## src/rtl/asip_ctrl_pkg.sv

```systemverilog
// Shared state encoding, default geometry and config-register layout for the
// ASIP run controller and its stream address generator.
package asip_ctrl_pkg;

    typedef enum logic [2:0] {
        IDLE,
        CONFIG,
        RUN,
        STREAM,
        DONE
    } ctrl_state_e;

    localparam int DEF_ADDR_W         = 18;
    localparam int DEF_DATA_W         = 8;
    localparam int DEF_OUT_BASE       = 160000;
    localparam int DEF_OUT_WORDS_A    = 40000;
    localparam int DEF_OUT_WORDS_B    = 88804;
    localparam int DEF_TIMEOUT_CYCLES = 2 ** 24;

    // Layout of the core's 8-bit config register.
    typedef struct packed {
        logic [2:0] rsvd;
        logic       sel;
        logic [3:0] sector;
    } cfg_word_t;

    function automatic cfg_word_t pack_cfg(input logic sel, input logic [3:0] sector);
        cfg_word_t w;
        w.rsvd   = 3'b000;
        w.sel    = sel;
        w.sector = sector;
        return w;
    endfunction

endpackage

```

## src/rtl/asip_stream_addr_gen.sv

```systemverilog
// Output-buffer address sequencer: issues base..base+count-1 one per cycle and
// flags each beat one cycle later to line up with a 1-cycle-latency RAM.
module asip_stream_addr_gen
    import asip_ctrl_pkg::*;
#(
    parameter int ADDR_W = DEF_ADDR_W
) (
    input  logic              clk,
    input  logic              rst,
    input  logic              load_i,
    input  logic [ADDR_W-1:0] base_i,
    input  logic [ADDR_W-1:0] count_i,
    output logic [ADDR_W-1:0] rd_addr_o,
    output logic              issued_o,
    output logic              valid_o,
    output logic              last_o
);

    logic [ADDR_W-1:0] addr_q, addr_d;
    logic [ADDR_W-1:0] base_q, base_d;
    logic [ADDR_W-1:0] cnt_q, cnt_d;
    logic [ADDR_W-1:0] count_q, count_d;
    logic              issued_q, issued_d;
    logic              valid_q, valid_d;
    logic              last_q, last_d;

    // NOTE: every signal gets its default before any branch, so no path can infer a latch.
    always_comb begin
        addr_d   = addr_q;
        base_d   = base_q;
        cnt_d    = cnt_q;
        count_d  = count_q;
        issued_d = 1'b0;
        if (load_i) begin
            addr_d   = base_i;
            base_d   = base_i;
            cnt_d    = ADDR_W'(1);
            count_d  = count_i;
            issued_d = 1'b1;
        end else if (issued_q && (cnt_q < count_q)) begin
            addr_d   = base_q + cnt_q;
            cnt_d    = cnt_q + ADDR_W'(1);
            issued_d = 1'b1;
        end
        valid_d = issued_q;
        last_d  = issued_q & ~issued_d;
    end

    // NOTE: clocked state uses non-blocking assignments so every register samples pre-edge values.
    always_ff @(posedge clk or posedge rst) begin
        if (rst) begin
            addr_q   <= '0;
            base_q   <= '0;
            cnt_q    <= '0;
            count_q  <= '0;
            issued_q <= 1'b0;
            valid_q  <= 1'b0;
            last_q   <= 1'b0;
        end else begin
            addr_q   <= addr_d;
            base_q   <= base_d;
            cnt_q    <= cnt_d;
            count_q  <= count_d;
            issued_q <= issued_d;
            valid_q  <= valid_d;
            last_q   <= last_d;
        end
    end

    assign rd_addr_o = addr_q;
    assign issued_o  = issued_q;
    assign valid_o   = valid_q;
    assign last_o    = last_q;

endmodule

```

## src/rtl/asip_run_controller.sv

```systemverilog
// Sequences one ASIP run: config write, core release, wait for done, stream results.
// Define ASIP_WATCHDOG_EN to add the RUN-state timeout and the sticky error flag.
module asip_run_controller
    import asip_ctrl_pkg::*;
#(
    parameter int ADDR_W         = DEF_ADDR_W,
    parameter int DATA_W         = DEF_DATA_W,
    parameter int OUT_BASE       = DEF_OUT_BASE,
    parameter int OUT_WORDS_A    = DEF_OUT_WORDS_A,
    parameter int OUT_WORDS_B    = DEF_OUT_WORDS_B,
    parameter int TIMEOUT_CYCLES = DEF_TIMEOUT_CYCLES
) (
    input  logic              clk,
    input  logic              rst,
    input  logic              start,
    input  logic              selected,
    input  logic [3:0]        sector_select,
    input  logic              core_done,
    output logic              core_rst,
    output logic              cfg_we,
    output logic [7:0]        cfg_data,
    output logic [ADDR_W-1:0] rd_addr,
    input  logic [DATA_W-1:0] rd_data,
    output logic [DATA_W-1:0] gpio,
    output logic              gpio_valid,
    output logic              busy,
    output logic              done,
    output logic              error
);

    localparam longint ADDR_SPAN = longint'(1) << ADDR_W;

    if ((longint'(OUT_BASE) + longint'(OUT_WORDS_A) > ADDR_SPAN) ||
        (longint'(OUT_BASE) + longint'(OUT_WORDS_B) > ADDR_SPAN)) begin : g_range_check
        $error("asip_run_controller: output buffer exceeds the ADDR_W address space");
    end

    if ((OUT_WORDS_A < 1) || (OUT_WORDS_B < 1) || (TIMEOUT_CYCLES < 1)) begin : g_param_check
        $error("asip_run_controller: word counts and timeout must be at least 1");
    end

    localparam logic [ADDR_W-1:0] BASE    = ADDR_W'(OUT_BASE);
    localparam logic [ADDR_W-1:0] WORDS_A = ADDR_W'(OUT_WORDS_A);
    localparam logic [ADDR_W-1:0] WORDS_B = ADDR_W'(OUT_WORDS_B);

    ctrl_state_e       state_q, state_d;
    logic              start_q;
    logic              done_q;
    logic              sel_q, sel_d;
    logic [3:0]        sec_q, sec_d;
    logic [DATA_W-1:0] gpio_q, gpio_d;
    logic              start_edge;
    logic              done_edge;
    logic              load;
    logic              beat_issued;
    logic              beat_valid;
    logic              beat_last;

`ifdef ASIP_WATCHDOG_EN
    localparam int                WD_W    = $clog2(TIMEOUT_CYCLES + 1);
    localparam logic [WD_W-1:0]   WD_LAST = WD_W'(TIMEOUT_CYCLES - 1);
    logic [WD_W-1:0] wd_q, wd_d;
    logic            error_q, error_d;
`endif

    assign start_edge = start & ~start_q;
    assign done_edge  = core_done & ~done_q;

    asip_stream_addr_gen #(
        .ADDR_W(ADDR_W)
    ) u_addr_gen (
        .clk      (clk),
        .rst      (rst),
        .load_i   (load),
        .base_i   (BASE),
        .count_i  (sel_q ? WORDS_B : WORDS_A),
        .rd_addr_o(rd_addr),
        .issued_o (beat_issued),
        .valid_o  (beat_valid),
        .last_o   (beat_last)
    );

    always_comb begin
        state_d  = state_q;
        sel_d    = sel_q;
        sec_d    = sec_q;
        load     = 1'b0;
        core_rst = 1'b1;
        cfg_we   = 1'b0;
        busy     = 1'b1;
        done     = 1'b0;
`ifdef ASIP_WATCHDOG_EN
        wd_d     = wd_q;
        error_d  = error_q;
`endif
        unique case (state_q)
            IDLE: begin
                busy = 1'b0;
                if (start_edge) begin
                    sel_d   = selected;
                    sec_d   = sector_select;
`ifdef ASIP_WATCHDOG_EN
                    error_d = 1'b0;
`endif
                    state_d = CONFIG;
                end
            end
            CONFIG: begin
                cfg_we  = 1'b1;
`ifdef ASIP_WATCHDOG_EN
                wd_d    = '0;
`endif
                state_d = RUN;
            end
            RUN: begin
                core_rst = 1'b0;
                // Only a fresh 0->1 transition counts; a level left over from before RUN does not.
                if (done_edge) begin
                    load    = 1'b1;
                    state_d = STREAM;
                end
`ifdef ASIP_WATCHDOG_EN
                else if (wd_q == WD_LAST) begin
                    error_d = 1'b1;
                    state_d = IDLE;
                end else begin
                    wd_d = wd_q + WD_W'(1);
                end
`endif
            end
            STREAM: begin
                core_rst = 1'b0;
                if (beat_last && !beat_issued) begin
                    state_d = DONE;
                end
            end
            DONE: begin
                done    = 1'b1;
                state_d = IDLE;
            end
            default: state_d = IDLE;
        endcase
    end

    // gpio follows the RAM word on a beat and otherwise holds the last one delivered.
    always_comb begin
        gpio_d = beat_valid ? rd_data : gpio_q;
    end

    always_ff @(posedge clk or posedge rst) begin
        if (rst) begin
            state_q <= IDLE;
            start_q <= 1'b0;
            done_q  <= 1'b0;
            sel_q   <= 1'b0;
            sec_q   <= '0;
            gpio_q  <= '0;
        end else begin
            state_q <= state_d;
            start_q <= start;
            done_q  <= core_done;
            sel_q   <= sel_d;
            sec_q   <= sec_d;
            gpio_q  <= gpio_d;
        end
    end

`ifdef ASIP_WATCHDOG_EN
    always_ff @(posedge clk or posedge rst) begin
        if (rst) begin
            wd_q    <= '0;
            error_q <= 1'b0;
        end else begin
            wd_q    <= wd_d;
            error_q <= error_d;
        end
    end

    assign error = error_q;
`else
    assign error = 1'b0;
`endif

    assign cfg_data   = pack_cfg(sel_q, sec_q);
    assign gpio       = gpio_d;
    assign gpio_valid = beat_valid;

endmodule

```

## config.mk

```make
export PLATFORM = sky130hd
export DESIGN_NAME = asip_run_controller
export DESIGN_NICKNAME = d
export VERILOG_FILES = /design/src/rtl/asip_ctrl_pkg.sv /design/src/rtl/asip_stream_addr_gen.sv /design/src/rtl/asip_run_controller.sv
export SDC_FILE = /design/constraint.sdc
export NUM_CORES = 1
export LEC_CHECK = 0
export ABC_AREA = 1
export CORE_ASPECT_RATIO = 0.8
export CORE_UTILIZATION = 60
export CTS_BUF_LIST = sky130_fd_sc_hd__clkbuf_8
export CTS_CLUSTER_DIAMETER = 30
export DETAILED_ROUTE_END_ITERATION = 10
export DONT_BUFFER_PORTS = 1
export PLACE_DENSITY_LB_ADDON = 0.25
export SLEW_MARGIN = 20
export SYNTH_ARGS = -nofsm -noshare
export SYNTH_HDL_FRONTEND = slang
export SYNTH_SLANG_ARGS = --single-unit
```

## constraint.sdc

```tcl
create_clock -name clk -period 2.35 [get_ports clk]
set_input_delay 0.1175 -clock clk [delete_from_list [all_inputs] [get_ports clk]]
set_output_delay 0.1175 -clock clk [all_outputs]
set_load 0.03 [all_outputs]
```

==> metrics.txt, run 1 <==
net load switching power 2850 uW; crit start category flop; first-pass GRT wire length around 13,000 um; Async S/R FF share, synth 100%; drt total wl 8020 um; Reg-to-Reg End u_addr_gen.rd_addr_o[4]$_DFFE_PP0P_; total power ~5700 uW; combinational share of power roughly 45%; fin crit share roughly nine tenths; synthesized cell area between 3000 and 4000 sq um; Synth warnings 0; met2 Usage GRT around two fifths; met3 usage ~7%; Sw Share between 50% and 60%; Clock power frac between 10% and 20%; min Tclk post-route roughly 2200 ps; Layout Cells excl Fill about 560; leading area contributor after synthesis dfrtp_1; Worst R2R Setup Slack 200 ps; fraction of layout instances using a drive strength above 1 approximately 11%; Synth cell types 32; post-CTS setup buffer count 0; Final #Nets ~510; Worst-Skew Late Latency ~350 ps; initial core utilization 64.0%; Worst Hold End state_q[2]$_DFFE_PP0P_; final total negative setup slack 0 ps; fmax roughly 0.46 GHz; Mapped Avg Cell Area a little under 8 sq um; max-cap violation count 0; Final ANT Viol Nets 0; placed insts roughly 530; setup repair after global routing missed its margin false; top-count cell post-synth nand2_1; WP data required 2580 ps; min setup slack post-route 198 ps; Post-Place Worst Slack roughly 250 ps; Seq pwr share 39.0%; endpoints failing setup 0; vias after detailed routing about 3,000; Vias/cell 5.41; Antenna Cells 0; clk buf depth 2; Clock Pin Slew Worst Setup and Hold Paths 70 ps; GRT busiest layer met2; WL/cell roughly 14 um; FP Rows 24; multiplexer share of the synthesized area a little over 4%; die height between 70 and 80 um; min-delay worst type input pin to flop; Relative slew margins a little over three fifths; worst-path fanout max 17; post-synthesis sequential area ratio about two fifths; # hold bufs at CTS 8; Cells after Synth 461; Root Driver clkbuf_8; simple-gate share of the synthesized area about 31%; fillers 434; GRT overflow 0; clock sink count 60; kind of critical path flop to flop; flops & latches, synth 60; CTS tree done; r2r worst-path depth 10; post-synthesis compound-gate area fraction just under 4%; Post-Synth Adder-Cell Area 5.60%; GRT Total Usage 28.2%; IO Count 57; DRC 0; hold path start core_done; max-slew violations 0; Detailed Place HPWL around 5500 um; internal cell power 2840 uW; DR iter-0 viols ~180; Commonest cells post-synth nand2_1 (132), dfrtp_1 (60), nand3_1 (54), inv_1 (52), nor2_1 (48); 1st-pass router iterations 5; area grow syn2layout 9.31%; die area around 6300 sq um; routability cong. about 0.96; R2R Path Start u_addr_gen.count_q[12]$_DFFE_PP0P_; PD cells 1460 nW/um^2; met1 Use GR between 40% and 50%; Final Skew 10.1 ps; Final Hold Fails 0; Worst Tran Pin Value 555 ps; # port buffers 0; # H-tree levels 3; EDFF count, synth 0; CP arrival 2380 ps; synth top area cells dfrtp_1 (42%), nand2_1 (14%), nand3_1 (7.6%), ha_1 (5.6%), inv_1 (5.5%); post-layout util 70.0%; Peak VDD IR approximately 0.00075 V; vias in the first global route around 2,800; main combinational cell family by area after synthesis simple AND/OR/NAND/NOR gates; Main synth FF type dfrtp_1; Leakage between 0.002 and 0.0025 uW; Critical Path End Type flop; largest net degree at the start of global routing between 60 and 70; initial antenna violation count 0; CTS Buf Count 9; hold path depth 4; status complete, no violations; Synth top area share about two fifths; Resize count post-CTS 0; Synth Area in XOR/XNOR between 3 and 4%; Core Box Area about 5600 sq um; die extent in x a little under 90 um
-- worst max-delay path by stage --
stage                                             from                             endpoint  slack (ps)  cells past startpoint
floorplan           u_addr_gen.count_q[12]$_DFFE_PP0P_      u_addr_gen.cnt_q[1]$_DFFE_PP0P_         490                     11
global placement    u_addr_gen.count_q[12]$_DFFE_PP0P_  u_addr_gen.rd_addr_o[7]$_DFFE_PP0P_         250                     10
detailed placement  u_addr_gen.count_q[12]$_DFFE_PP0P_  u_addr_gen.rd_addr_o[2]$_DFFE_PP0P_         250                     10
CTS                 u_addr_gen.count_q[12]$_DFFE_PP0P_  u_addr_gen.rd_addr_o[4]$_DFFE_PP0P_         220                     10
global route        u_addr_gen.count_q[12]$_DFFE_PP0P_  u_addr_gen.rd_addr_o[3]$_DFFE_PP0P_          30                     10
finish              u_addr_gen.count_q[12]$_DFFE_PP0P_  u_addr_gen.rd_addr_o[4]$_DFFE_PP0P_         200                     10
-- per-stage QoR --
stage / cell area, sq um / hold slack, ps
after floorplan: 3590 / 149
after global placement: 3640 / 89.6
after detailed placement: 3640 / 89.9
after CTS: 3910 / 56.9
after global routing: 3910 / 66.6
final: 3910 / 66.9
-- layout by cell type, fill, tap and decap left out, drive strengths merged --
cell	count
nand2	135
dfrtp	60
inv	56
nand3	55
nor2	49
ha	16
mux2	13
nand4	12
xor2	12
a21oi	11
buf	11
clkbuf	9
dlygate4sd3	8
o21ai	4
conb	4
nor3	4
xnor2	2
or2	2
o211ai	2
o21bai	2
clkinvlp	2
clkinv	2
nor3b	1
a21boi	1
nand3b	1
o22ai	1
o21a	1
bufinv	1
-- per-layer routing --
layer / part of all wire, % / vias to the layer above / routed length, um
met2: 45 / 127 / 3590
met3: 7.7 / 11 / 614
met1: 46 / 1385 / 3710
met5: 0 / - / 0
met4: 1.4 / 0 / 110
li1: - / 1480 / -
-- logic make-up after synthesis --
kind of cell / Yosys count
buf+inv: 76
flops: 60
fa+ha+maj: 16
other cells: 1
xor+xnor: 14
simple gates: 259
mux: 13
compound gates: 22
-- worst max-delay path: stages, from the launching register on --
cell and delay, ps:
dfrtp_1 490, inv_1 170, ha_1 440, nand4_1 140
nor3b_2 210, nand2_2 80, nand2_2 80, buf_4 210
inv_2 90, nand2_1 70, nand2_1 50
-- sequential cells by signal, indices dropped and copies added, names as in the netlist --
signal / count
u_addr_gen.last_o: 1
u_addr_gen.issued_o: 1
gpio_q: 8
u_addr_gen.cnt_q: 18
sel_q: 1
u_addr_gen.valid_o: 1
state_q: 3
sec_q: 4
start_q: 1
done_q: 1
u_addr_gen.rd_addr_o: 18
u_addr_gen.count_q: 3
-- final cells by class --
class	count	area, sq um	area share, %
Inverter	54	203	5.19
Multi-Input combinational cell	328	1740	44.5
Timing Repair Buffer	19	175	4.48
Tap cell	78	97.6	2.50
Clock buffer	9	124	3.17
Clock inverter	7	67.6	1.73
Sequential cell	60	1500	38.4
-- power groups by stage --
stage,Clock (uW),Sequential [uW],Combinational (uW)
final,912,2220,2560
after global routing,977,2280,2910
after global placement,0,2210,2460
after detailed placement,0,2230,2530
after CTS,927,2220,2550
after floorplan,0,2040,2260
No activity file was read; power rests on OpenSTA's default activity.
==> run 2: changes to the inputs <==
==> constraint.sdc (replaced) <==
create_clock -name clk -period 2.35 [get_ports clk]
set_input_delay 0 -clock clk [delete_from_list [all_inputs] [get_ports clk]]
set_output_delay 0 -clock clk [all_outputs]
set_load 0.03 [all_outputs]
==> run 2 against run 1 <==
Against the previous run:
- sequential share of layout area shrank 0.63 points
- count of clock-buffer cells in the layout is the same
- core utilization grew 1.2 points
- first-iteration DRC count shrank 0.55%
- wire length grew 0.35%
- largest power group unchanged
==> metrics.txt, run 2 (synthesis gave the netlist of run 1 again) <==
status complete, no violations (unchanged); Layout Cells excl Fill 561 (was 555); clock sink count 60 (unchanged); # hold bufs at CTS 16 (was 8); Peak VDD IR 0.000617 V (was 0.000748 V); max-slew violations 0 (unchanged); Antenna Cells 0 (unchanged); Worst Tran Pin Value 897 ps (was 555 ps); largest net degree at the start of global routing 61 (unchanged); area of the multi-input gates 1740 sq um (unchanged); initial antenna violation count 0 (unchanged); die area 6270 sq um (unchanged); # port buffers 0 (unchanged); GRT overflow 0 (unchanged); # H-tree levels 3 (unchanged); vias in the first global route 2,942 (was 2,806); fillers 461 (was 434); Clock Pin Slew Worst Setup and Hold Paths 70 ps (about the same); endpoints failing setup 0 (unchanged); vias after detailed routing 3,029 (was 3,003); CTS tree done (unchanged); min Tclk post-route 2030 ps (was 2150 ps); fraction of layout instances using a drive strength above 1 10.6% (was 11.1%); fin crit share 86.5% (was 91.6%); first-pass GRT wire length 13,600 um (was 13,400 um); initial core utilization 64.0% (unchanged); die extent in x 88.3 um (unchanged); final total negative setup slack 0 ps (unchanged); Relative slew margins 39.7% (was 63.0%); DR iter-0 viols 180 (was 181); Worst-Skew Late Latency 350 ps (about the same); total power 5710 uW (was 5690 uW); DRC 0 (unchanged); Final Skew 11.6 ps (was 10.1 ps); Resize count post-CTS 0 (unchanged); Leakage 0.00209 uW (was 0.00207 uW); GRT Total Usage 28.3% (was 28.2%); WL/cell 14.3 um (was 14.4 um); Core Box Area 5590 sq um (unchanged); Final ANT Viol Nets 0 (unchanged); CTS Buf Count 9 (unchanged); placed insts 529 (was 531); crit start category flop (unchanged); routability cong. 0.938 (was 0.956); most common cell after layout, fill and taps aside nand2_1 (unchanged); FF/Latch Area 1500 sq um (unchanged); 1st-pass router iterations 5 (unchanged); CP arrival 2260 ps (was 2380 ps); Root Driver clkbuf_8 (unchanged); drt total wl 8050 um (was 8020 um); area grow syn2layout 11.1% (was 9.31%); Detailed Place HPWL 5500 um (was 5490 um); WP data required 2580 ps (about the same); fmax 0.492 GHz (was 0.465 GHz); kind of critical path flop to flop (unchanged); setup repair after global routing missed its margin false (unchanged); worst-path fanout max 17 (unchanged); Vias/cell 5.40 (was 5.41); FP Rows 24 (unchanged); Final Hold Fails 0 (unchanged); min-delay worst type input pin to flop (unchanged); post-CTS setup buffer count 0 (unchanged); Critical Path End Type flop (unchanged); clk buf depth 2 (unchanged); most frequent cells in the layout nand2_1 (132), dfrtp_1 (60), nand3_1 (54) (unchanged); IO Count 57 (unchanged); PD cells 1440 nW/um^2 (was 1460 nW/um^2); Hold Slack 67.9 ps (was 66.9 ps); max-cap violation count 0 (unchanged); Final #Nets 511 (was 505); die height 71.1 um (unchanged)
-- run 2: final timing paths --
check / from / to / slack, ps / depth (start not counted)
max: u_addr_gen.count_q[12]$_DFFE_PP0P_ / u_addr_gen.rd_addr_o[3]$_DFFE_PP0P_ / 320 / 10
min: core_done / u_addr_gen.count_q[15]$_DFFE_PP0P_ / 70 / 3
max reg2reg: u_addr_gen.count_q[12]$_DFFE_PP0P_ / u_addr_gen.rd_addr_o[3]$_DFFE_PP0P_ / 320 / 10
min reg2reg: u_addr_gen.issued_o$_DFF_PP0_ / u_addr_gen.valid_o$_DFF_PP0_ / 370 / 0
max in group asynchronous: rst / u_addr_gen.cnt_q[15]$_DFFE_PP0P_ / 1920 / 3
min in group asynchronous: rst / u_addr_gen.cnt_q[17]$_DFFE_PP0P_ / 170 / 3
-- run 2: final cells by class --
| class | count | area share (%) |
|---|---|---|
| Sequential cell | 60 | 37.8 |
| Timing Repair Buffer | 25 | 6.05 |
| Tap cell | 78 | 2.46 |
| Inverter | 54 | 5.10 |
| Clock inverter | 7 | 1.70 |
| Multi-Input combinational cell | 328 | 43.8 |
| Clock buffer | 9 | 3.12 |
-- run 2: power breakdown --
group	leakage [uW]	total [uW]	switching [uW]	internal [uW]
clock	0.0000968	908	423	485
combinational	0.00126	2570	1680	895
sequential	0.000738	2230	760	1470
total	0.00209	5710	2860	2850
-- run 2: worst max-delay path, cell delays in order (launching register included) --
cell and delay (ps):
dfrtp_1 460, inv_1 140, ha_1 400, nand4_1 140
nor3b_2 190, nand2_2 80, nand2_2 80, buf_4 220
inv_2 100, nand2_1 70, nand2_1 50
-- run 2: layer usage --
layer | share of wire, % | GRT usage, % | vias to the layer above
met1 | 46 | 38.5 | 1407
met3 | 7.0 | 6.53 | 13
met2 | 45 | 44.7 | 117
met5 | 0 | 0 | -
li1 | - | - | 1492
met4 | 1.7 | 9.68 | 0
-- run 2: through the flow --
| stage | util, % | instance area, sq um | setup WS [ps] |
|---|---|---|---|
| 4_1_cts | 71.1 | 3970 | 313 |
| 6_report | 71.1 | 3970 | 317 |
| 3_5_place_dp | 64.9 | 3620 | 318 |
| 3_3_place_gp | 64.9 | 3620 | 391 |
| 5_1_grt | 71.1 | 3970 | 116 |
| 2_1_floorplan | - | 3590 | 491 |
==> run 3: changes to the inputs <==
--- a/config.mk
+++ b/config.mk
@@ -12,7 +12,7 @@
 export CTS_CLUSTER_DIAMETER = 30
 export DETAILED_ROUTE_END_ITERATION = 10
 export DONT_BUFFER_PORTS = 1
-export PLACE_DENSITY_LB_ADDON = 0.25
+export PLACE_DENSITY = 0.78
 export SLEW_MARGIN = 20
 export SYNTH_ARGS = -nofsm -noshare
 export SYNTH_HDL_FRONTEND = slang
==> run 3 against run 2 <==
Against the previous run:
- register-to-register slack got worse by 100 ps
- combinational power increased by 6%
- global-route usage increased by 2.2 points
- count of clock-buffer cells in the layout increased by 2
- largest power group unchanged
==> metrics.txt, run 3 (synthesis gave the netlist of run 1 again) <==
clock sink count 60 (unchanged); worst-path fanout max 18 (was 17); CP arrival 2370 ps (was 2260 ps); Setup crit end u_addr_gen.rd_addr_o[6]$_DFFE_PP0P_ (was u_addr_gen.rd_addr_o[3]$_DFFE_PP0P_); vias after detailed routing 3,050 (was 3,029); largest net degree at the start of global routing 34 (was 61); fillers 464 (was 461); FP Rows 24 (unchanged); most common cell after layout, fill and taps aside nand2_1 (unchanged); clk buf depth 2 (unchanged); Leakage 0.00212 uW (was 0.00209 uW); final total negative setup slack 0 ps (unchanged); placed insts 533 (was 529); Final Hold Fails 0 (unchanged); Root Driver clkbuf_8 (unchanged); r2r worst-path depth 10 (unchanged); vias in the first global route 2,910 (was 2,942); max-cap violation count 0 (unchanged); PD cells 1460 nW/um^2 (was 1440 nW/um^2); total power 5890 uW (was 5710 uW); GRT Total Usage 30.5% (was 28.3%); fmax 0.468 GHz (was 0.492 GHz); endpoints failing setup 0 (unchanged); kind of critical path flop to flop (unchanged); WP data required 2580 ps (about the same); # port buffers 0 (unchanged); initial core utilization 64.0% (unchanged); Worst R2R Setup Slack 210 ps (was 320 ps); Layout Cells excl Fill 565 (was 561); routability cong. 0.959 (was 0.938); Antenna Cells 0 (unchanged); Core Box Area 5590 sq um (unchanged); status complete, no violations (unchanged); die extent in x 88.3 um (unchanged); Critical Path End Type flop (unchanged); fin crit share 90.9% (was 86.5%); DR iter-0 viols 224 (was 180); WL/cell 15.3 um (was 14.3 um); crit start category flop (unchanged); CTS Buf Count 9 (unchanged); Final ANT Viol Nets 0 (unchanged); drt total wl 8650 um (was 8050 um); Vias/cell 5.40 (about the same); GRT overflow 0 (unchanged); initial antenna violation count 0 (unchanged); min-delay worst type input pin to flop (unchanged); Reg-to-Reg End u_addr_gen.rd_addr_o[6]$_DFFE_PP0P_ (was u_addr_gen.rd_addr_o[3]$_DFFE_PP0P_); area grow syn2layout 12.7% (was 11.1%); die area 6270 sq um (unchanged); Clock Pin Slew Worst Setup and Hold Paths 70 ps (about the same); min Tclk post-route 2140 ps (was 2030 ps); max-slew violations 0 (unchanged); Worst Tran Pin Value 886 ps (was 897 ps); most frequent cells in the layout nand2_1 (132), dfrtp_1 (60), nand3_1 (54) (unchanged); IO Count 57 (unchanged); CTS tree done (unchanged); Peak VDD IR 0.000695 V (was 0.000617 V); fraction of layout instances using a drive strength above 1 11.5% (was 10.6%); R2R Path Start u_addr_gen.count_q[12]$_DFFE_PP0P_ (unchanged); DRC 0 (unchanged); post-CTS setup buffer count 0 (unchanged); Final #Nets 515 (was 511); 1st-pass router iterations 5 (unchanged); Relative slew margins 40.4% (was 39.7%); Final Skew 11.1 ps (was 11.6 ps); die height 71.1 um (unchanged); Detailed Place HPWL 5930 um (was 5500 um); # H-tree levels 3 (unchanged); Worst-Skew Late Latency 350 ps (about the same); crit path from u_addr_gen.count_q[12]$_DFFE_PP0P_ (unchanged); first-pass GRT wire length 14,300 um (was 13,600 um); setup repair after global routing missed its margin false (unchanged)
==> run 3: timing repair <==
action	CTS	global route
resized for setup	0	1
hold buffers	16	0
setup endpoints to repair	0	1
endpoints found under the hold margin	78	0
==> run 3: how the worst min path moves through the flow <==
stage	to	cells after the start	start	slack [ps]
floorplan	done_q$_DFF_PP0_	0	core_done	30
global placement	gpio_q[0]$_DFF_PP0_	2	rst	-10
detailed placement	gpio_q[1]$_DFF_PP0_	2	rst	-10
CTS	u_addr_gen.count_q[15]$_DFFE_PP0P_	3	core_done	60
global route	u_addr_gen.count_q[15]$_DFFE_PP0P_	3	core_done	100
finish	u_addr_gen.count_q[15]$_DFFE_PP0P_	3	core_done	70
==> run 3: routing by layer <==
metal  up-vias  share of wire [%]  track usage [%]
met4         0                1.3             8.06
met3        13                7.5             9.10
met2       112                 47             46.5
met1      1426                 45             42.5
li1       1499                  -                -
met5         -                  0                0
==> run 3: final cells by class <==
class / instances / area (sq um) / share of cell area, %
well taps: 78 / 97.6 / 2.42
flip-flops and latches: 60 / 1500 / 37.3
clock inverters: 5 / 60.1 / 1.49
inverters: 54 / 203 / 5.03
repair buffers: 29 / 270 / 6.71
clock buffers: 11 / 151 / 3.76
multi-input cells: 328 / 1750 / 43.3
==> run 3: worst max-delay path, stage by stage (launching register included) <==
cell     delay, ps
dfrtp_1        460
inv_1          140
ha_1           390
nand4_1        130
nor3b_2        190
nand2_2         80
nand2_2        230
buf_12         190
inv_2           80
nand2_1         60
nand2_1         60
==> run 3: power breakdown <==
| part | switching (uW) | leakage [uW] | total, uW | internal [uW] |
|---|---|---|---|---|
| Clock | 414 | 0.000106 | 962 | 548 |
| Combinational | 1770 | 0.00128 | 2720 | 952 |
| Sequential | 736 | 0.000738 | 2200 | 1470 |
| Total | 2920 | 0.00212 | 5890 | 2970 |
==> run 3: stage by stage <==
stage	area, sq um	hold slack (ps)	utilization [%]	setup WS [ps]
finish	4030	71.5	72.1	214
global route	4030	103	72.1	47.4
CTS	4020	62.5	72.0	195
floorplan	3590	31.4	-	491
global placement	3650	-13.6	65.4	271
detailed placement	3650	-12.4	65.4	200
